**src/rtl/servant_boot_defs.sv**
```systemverilog
// Shared definitions for the flash boot loader: SPI opcode and FSM encoding.
package servant_boot_defs;

   localparam logic [7:0] SPI_CMD_READ = 8'h03;
   localparam int         SPI_WORD_BITS = 32;

   typedef enum logic [2:0] {
      IDLE   = 3'd0,
      CMD    = 3'd1,
      DATA   = 3'd2,
      WRITE  = 3'd3,
      FINISH = 3'd4,
      DONE   = 3'd5
   } boot_state_t;

endpackage

```
**src/rtl/servant_boot_spi.sv**
```systemverilog
// Mode-0 SPI engine: SCK divider plus 32-bit shifter, one word per start pulse.
module servant_boot_spi
   import servant_boot_defs::*;
#(
   parameter int CLK_DIV = 2
) (
   input  logic        clk,
   input  logic        rst,
   input  logic        start,
   input  logic [31:0] tx_word,
   input  logic        rx_mode,
   input  logic        miso,
   output logic        busy,
   output logic [31:0] rx_word,
   output logic        sck,
   output logic        mosi
);

   localparam int DIV_W = (CLK_DIV < 2) ? 1 : $clog2(CLK_DIV);
   localparam logic [DIV_W-1:0] DIV_LAST = DIV_W'(CLK_DIV - 1);

   logic [DIV_W-1:0] div_reg;
   logic [5:0]       bit_cnt_reg;
   logic [30:0]      tx_reg;
   logic [31:0]      rx_reg;
   logic             mode_reg;
   logic             busy_reg;
   logic             sck_reg;
   logic             mosi_reg;

   always_ff @(posedge clk or posedge rst) begin
      if (rst) begin
         div_reg     <= '0;
         bit_cnt_reg <= '0;
         tx_reg      <= '0;
         rx_reg      <= '0;
         mode_reg    <= 1'b0;
         busy_reg    <= 1'b0;
         sck_reg     <= 1'b0;
         mosi_reg    <= 1'b0;
      end else if (start) begin
         div_reg     <= '0;
         bit_cnt_reg <= '0;
         tx_reg      <= tx_word[30:0];
         mode_reg    <= rx_mode;
         busy_reg    <= 1'b1;
         sck_reg     <= 1'b0;
         mosi_reg    <= rx_mode ? 1'b0 : tx_word[31];
      end else if (busy_reg) begin
         if (div_reg == DIV_LAST) begin
            div_reg <= '0;
            sck_reg <= ~sck_reg;
            if (!sck_reg) begin
               rx_reg      <= {rx_reg[30:0], miso};
               bit_cnt_reg <= bit_cnt_reg + 1'b1;
            end else if (bit_cnt_reg == 6'(SPI_WORD_BITS)) begin
               // Word complete: SCK is now back low and MOSI parks at 0.
               busy_reg <= 1'b0;
               mosi_reg <= 1'b0;
            end else begin
               tx_reg   <= {tx_reg[29:0], 1'b0};
               mosi_reg <= mode_reg ? 1'b0 : tx_reg[30];
            end
         end else begin
            div_reg <= div_reg + 1'b1;
         end
      end
   end

   assign busy    = busy_reg;
   assign rx_word = rx_reg;
   assign sck     = sck_reg;
   assign mosi    = mosi_reg;

endmodule

```
**src/rtl/servant_flash_boot.sv**
```systemverilog
// Boot loader: reads an image from SPI flash and writes it to RAM over Wishbone,
// holding the CPU in reset until the copy is complete.
module servant_flash_boot
   import servant_boot_defs::*;
#(
   parameter logic [23:0] FLASH_ADDR = 24'h100000,
   parameter int          WORDS      = 2048,
   parameter logic [31:0] RAM_BASE   = 32'h0000_0000,
   parameter int          CLK_DIV    = 2
) (
   input  logic        i_clk,
   input  logic        i_rst,
   output logic [31:0] o_wb_adr,
   output logic [31:0] o_wb_dat,
   output logic [3:0]  o_wb_sel,
   output logic        o_wb_we,
   output logic        o_wb_cyc,
   input  logic        i_wb_ack,
   output logic        o_flash_sck,
   output logic        o_flash_csn,
   output logic        o_flash_mosi,
   input  logic        i_flash_miso,
   output logic        o_cpu_rst,
   output logic        o_done
);

   localparam int IDX_W = (WORDS < 1) ? 1 : $clog2(WORDS + 1);
   localparam logic [IDX_W-1:0] LAST_IDX = IDX_W'(WORDS - 1);

   boot_state_t      state_reg, state_next;
   logic [IDX_W-1:0] index_reg, index_next;
   logic             cyc_reg, cyc_next;
   logic [31:0]      adr_reg, adr_next;
   logic [31:0]      dat_reg, dat_next;
   logic             csn_reg, csn_next;

   logic        spi_start;
   logic        spi_rx_mode;
   logic [31:0] spi_tx;
   logic        spi_busy;
   logic [31:0] spi_rx;
   logic [31:0] rx_swapped;

   // Flash bytes arrive in address order; the first one lands in the low byte.
   for (genvar gi = 0; gi < 4; gi++) begin : g_swap
      assign rx_swapped[8*gi +: 8] = spi_rx[8*(3-gi) +: 8];
   end

   servant_boot_spi #(.CLK_DIV(CLK_DIV)) u_spi (
      .clk     (i_clk),
      .rst     (i_rst),
      .start   (spi_start),
      .tx_word (spi_tx),
      .rx_mode (spi_rx_mode),
      .miso    (i_flash_miso),
      .busy    (spi_busy),
      .rx_word (spi_rx),
      .sck     (o_flash_sck),
      .mosi    (o_flash_mosi)
   );

   always_ff @(posedge i_clk or posedge i_rst) begin
      if (i_rst) begin
         state_reg <= IDLE;
         index_reg <= '0;
         cyc_reg   <= 1'b0;
         adr_reg   <= RAM_BASE;
         dat_reg   <= '0;
         csn_reg   <= 1'b1;
      end else begin
         state_reg <= state_next;
         index_reg <= index_next;
         cyc_reg   <= cyc_next;
         adr_reg   <= adr_next;
         dat_reg   <= dat_next;
         csn_reg   <= csn_next;
      end
   end

   always_comb begin
      state_next  = state_reg;
      index_next  = index_reg;
      cyc_next    = cyc_reg;
      adr_next    = adr_reg;
      dat_next    = dat_reg;
      csn_next    = csn_reg;
      spi_start   = 1'b0;
      spi_rx_mode = 1'b1;
      spi_tx      = '0;
      case (state_reg)
         IDLE: begin
            if (WORDS == 0) begin
               state_next = DONE;
            end else begin
               csn_next    = 1'b0;
               spi_start   = 1'b1;
               spi_rx_mode = 1'b0;
               spi_tx      = {SPI_CMD_READ, FLASH_ADDR};
               state_next  = CMD;
            end
         end
         CMD: begin
            if (!spi_busy) begin
               spi_start  = 1'b1;
               state_next = DATA;
            end
         end
         DATA: begin
            if (!spi_busy) begin
               cyc_next   = 1'b1;
               adr_next   = RAM_BASE + (32'(index_reg) << 2);
               dat_next   = rx_swapped;
               state_next = WRITE;
            end
         end
         WRITE: begin
            if (i_wb_ack) begin
               cyc_next   = 1'b0;
               index_next = index_reg + 1'b1;
               if (index_reg == LAST_IDX) begin
                  csn_next   = 1'b1;
                  state_next = FINISH;
               end else begin
                  spi_start  = 1'b1;
                  state_next = DATA;
               end
            end
         end
         FINISH:  state_next = DONE;
         DONE:    state_next = DONE;
         default: state_next = IDLE;
      endcase
   end

   assign o_wb_adr    = adr_reg;
   assign o_wb_dat    = dat_reg;
   assign o_wb_sel    = 4'hF;
   assign o_wb_we     = cyc_reg;
   assign o_wb_cyc    = cyc_reg;
   assign o_flash_csn = csn_reg;
   assign o_done      = (state_reg == DONE);
   assign o_cpu_rst   = (state_reg != DONE);

endmodule
```
**config.mk**
```make
export PLATFORM = sky130hd
export DESIGN_NAME = servant_flash_boot
export DESIGN_NICKNAME = d
export VERILOG_FILES = /design/src/rtl/servant_boot_defs.sv /design/src/rtl/servant_boot_spi.sv /design/src/rtl/servant_flash_boot.sv
export SDC_FILE = /design/constraint.sdc
export NUM_CORES = 1
export LEC_CHECK = 0
export CAP_MARGIN = 20
export CORE_UTILIZATION = 62
export CTS_BUF_LIST = sky130_fd_sc_hd__clkbuf_2 sky130_fd_sc_hd__clkbuf_4 sky130_fd_sc_hd__clkbuf_8
export CTS_CLUSTER_SIZE = 8
export DETAILED_ROUTE_END_ITERATION = 16
export PLACE_DENSITY_LB_ADDON = 0.2
export SETUP_SLACK_MARGIN = 0.1
export SLEW_MARGIN = 20
export SYNTH_ARGS = -nofsm -noshare
export SYNTH_HDL_FRONTEND = slang
export SYNTH_HIERARCHICAL = 1
export SYNTH_SLANG_ARGS = --single-unit
```
**constraint.sdc**
```tcl
create_clock -name i_clk -period 4.7 [get_ports i_clk]
set_clock_uncertainty 0.15 [all_clocks]
set_input_delay 1.41 -clock i_clk [delete_from_list [all_inputs] [get_ports i_clk]]
set_output_delay 1.41 -clock i_clk [all_outputs]
set_load 0.01 [all_outputs]
```
==> out/qor.yml <==
status:
  status: "completed"
clocking:
  max-clock-path-buffers: 2
  cts_setup_buffers: 0
  cts.sinks: 135
  cts-resized-gates: 0
  postCtsHoldBufs: 0
  clk_latency_ps: 440
  numCtsBuffers: 17
  clk_pin_slew_ps: 90
  tritoncts: "built"
  htreeDepth: 4
  cts-root-buf: "clkbuf_8"
die:
  boundaryPins: 79
  die_h_um: 104
  row_count: 36
  die_area_um2: 10800
  core_area_um2: 9910
  die_x_um: 104
  initial_core_util: 0.648
finish:
  finalNetCount: 618
  fillerInstances: 643
  drive_gt1_frac: 0.223
  antenna_cells: 0
  areaGrowthSynthToFinish_pct: 15.2
timing:
  drv_slew: 0
  max_slew_margin: 0.440
  worst_pin_slew_ps: 839
  setup_viol: 0
  grt_setup_unrepaired: "no"
  final.setup.tns_ps: 0
  fmax_mhz: 286
  whs_ps: 358
  hold_viol: 0
  post-route-period-util: 0.745
  min_period_ps: 3500
global_routing:
  grt_pass1_vias: 4282
  grt_pass1_wl_mm: 21.4
  track_usage: 0.248
  antenna_found_initial: 0
  grt_overflow: 0
  grt_start_max_net_pins: 60
routing:
  vias: 4390
  ant_nets: 0
  drtIter0Drc: 314
  wl_per_cell_um: 16.7
  wirelength_mm: 12.7
  dr.pass1.iters: 4
  route.detailed.drc: 0
  vias_per_cell: 5.80
pwr:
  power.internal_mw: 1.69
  sw_frac_of_total: 0.243
  irDropWorstVdd_v: 0.000251
  power.density_nw_per_um2: 303
  power.share.sequential: 0.530
  p_clk_frac: 0.442
  power_switching_mw: 0.544
  pwr-share-comb: 0.028
  p_leak_nw: 3.35
logic_synthesis:
  synth_top_area_cell: "dfrtp_1"
  synth.most_common_cell: "dfrtp_1"
  synth.cell_area_um2: 6420
  syn_avg_cell_area_um2: 11.8
  synth_top_cells_by_count: "dfrtp_1 (134), mux2_2 (74), nor2_1 (38), buf_4 (34), nor2b_1 (31)"
  synth_edf_count: 0
  yosysUniqueCellTypes: 56
  yosysTopAreaCellShare: 0.522
  synthArstFlopShare: 1.00
  yosys_warnings: 6
  netlist_instances: 542
  ys_seq_elements: 135
  synth_seq_area_share: 0.526
  synth_area_leaders: "dfrtp_1 (52%), mux2_2 (13%), buf_4 (4.0%), a32oi_1 (4.0%), o211ai_1 (3.3%)"
  ys.flop_type: "dfrtp_1"
critical_path:
  startpoint_type: "flop"
  cp_num_buf_inv: 2
  cp_top_family: "buffers and inverters"
  critPathMaxFanout: 9
  critical_path.max_stage_delay_ps: 570
  cp_cell_sequence: "nand2_1, or2_2, inv_1, clkdlybuf4s50_1"
  worst-setup-path-type: "reg2out"
  crit_required_ps: 3140
  cp-end-kind: "output pin"
  crit_arrival_ps: 1940
  slowest_stage: "dfrtp_1"
placed_design:
  port-buffer-count: 54
  dp_hpwl_mm: 7.58
  place_congestion: 0.774
flow_run:
  cap_viol_max_count: 0
hold_path:
  hold_class: "reg2reg"
metal layers:
| metal | part of all wire | vias to the layer above | global-route usage |
|---|---|---|---|
| met4 | 0.016 | 0 | 0.0898 |
| met5 | 0 | - | 0 |
| met1 | 0.43 | 2194 | 0.339 |
| met2 | 0.50 | 140 | 0.395 |
| met3 | 0.052 | 25 | 0.0535 |
| li1 | - | 2031 | - |
power groups by stage:
stage / Sequential [mW] / Clock (mW) / Combinational (mW)
3_5_place_dp: 1.21 / 0 / 0.0648
5_1_grt: 1.19 / 1.06 / 0.0742
6_report: 1.19 / 0.990 / 0.0637
2_1_floorplan: 1.20 / 0 / 0.0634
4_1_cts: 1.19 / 1.01 / 0.0651
3_3_place_gp: 1.21 / 0 / 0.0618
final timing paths:
| path | start | end | slack (ps) | cells after the start |
|---|---|---|---|---|
| worst max-delay path | state_reg[0] | o_done | 1200 | 4 |
| min in group asynchronous | i_rst | index_reg[10] | 1230 | 2 |
| worst max register to register | index_reg[1] | u_spi/rx_word[24] | 2020 | 7 |
| worst min register to register | index_reg[10] | index_reg[10] | 360 | 1 |
| worst min-delay path | index_reg[10] | index_reg[10] | 360 | 1 |
| max in group asynchronous | i_rst | u_spi/rx_word[6] | 2310 | 3 |
logic make-up (layout without fill, tap and decap cells):
| group | count (synthesis) | after routing | synth area share |
|---|---|---|---|
| flops | 135 | 135 | 0.526 |
| fa+ha+maj | 3 | 3 | 0.00585 |
| buf+inv | 80 | 111 | 0.0780 |
| mux | 77 | 77 | 0.135 |
| compound gates | 113 | 113 | 0.133 |
| xor+xnor | 14 | 14 | 0.0191 |
| other cells | 2 | 53 | 0.00117 |
| simple gates | 118 | 118 | 0.102 |
placed cells by master, fill, tap and decap left out, types with 2 or more instances in the layout:
master / n
xnor2_1: 8
a21oi_1: 5
clkdlybuf4s50_1: 54
nand2b_1: 2
mux2_2: 74
mux2_1: 2
xor2_1: 6
clkbuf_8: 18
conb_1: 53
inv_1: 7
nand3_1: 6
nor4_1: 2
buf_4: 15
bufinv_16: 2
nand2_1: 17
dfrtp_1: 134
a32oi_1: 29
clkinv_4: 5
inv_8: 2
a31oi_1: 29
or2_2: 2
nor2_1: 38
o31ai_1: 2
nand4_1: 3
inv_6: 3
o211ai_2: 4
a22oi_1: 2
clkinv_2: 2
nor2b_1: 31
or3_1: 2
ha_1: 3
o21ai_0: 5
o211ai_1: 28
per-stage QoR:
step / worst slack (ps) / instance area, um2 / utilization / std cells / total power [mW]
after CTS: 1170 / 7390 / 0.746 / 757 / 2.26
final: 1200 / 7400 / 0.746 / 757 / 2.24
after floorplan: 1260 / 6610 / - / 593 / 1.27
after global placement: 1070 / 6980 / 0.705 / 725 / 1.27
after detailed placement: 890 / 6980 / 0.705 / 725 / 1.27
after global routing: 1060 / 7400 / 0.746 / 757 / 2.32
final cells by class:
cell class                 instances  area [um2]  share of cell area
clock buffer                      18         248              0.0335
inverter                          10        38.8             0.00524
multi-input combinational        378        2750               0.371
clock inverter                    14         165              0.0223
sequential                       135        3380               0.457
tap                              133         166              0.0225
timing repair buffer              69         653              0.0883
worst reg2reg max path: cells and delay by family, from the launching register on:
family | cells | cell delay, ps
simple gates | 3 | 690
fa+ha+maj | 1 | 210
flops | 1 | 450
compound gates | 1 | 280
buf+inv | 1 | 370
mux | 1 | 410
(Power assumes the default switching activity.)
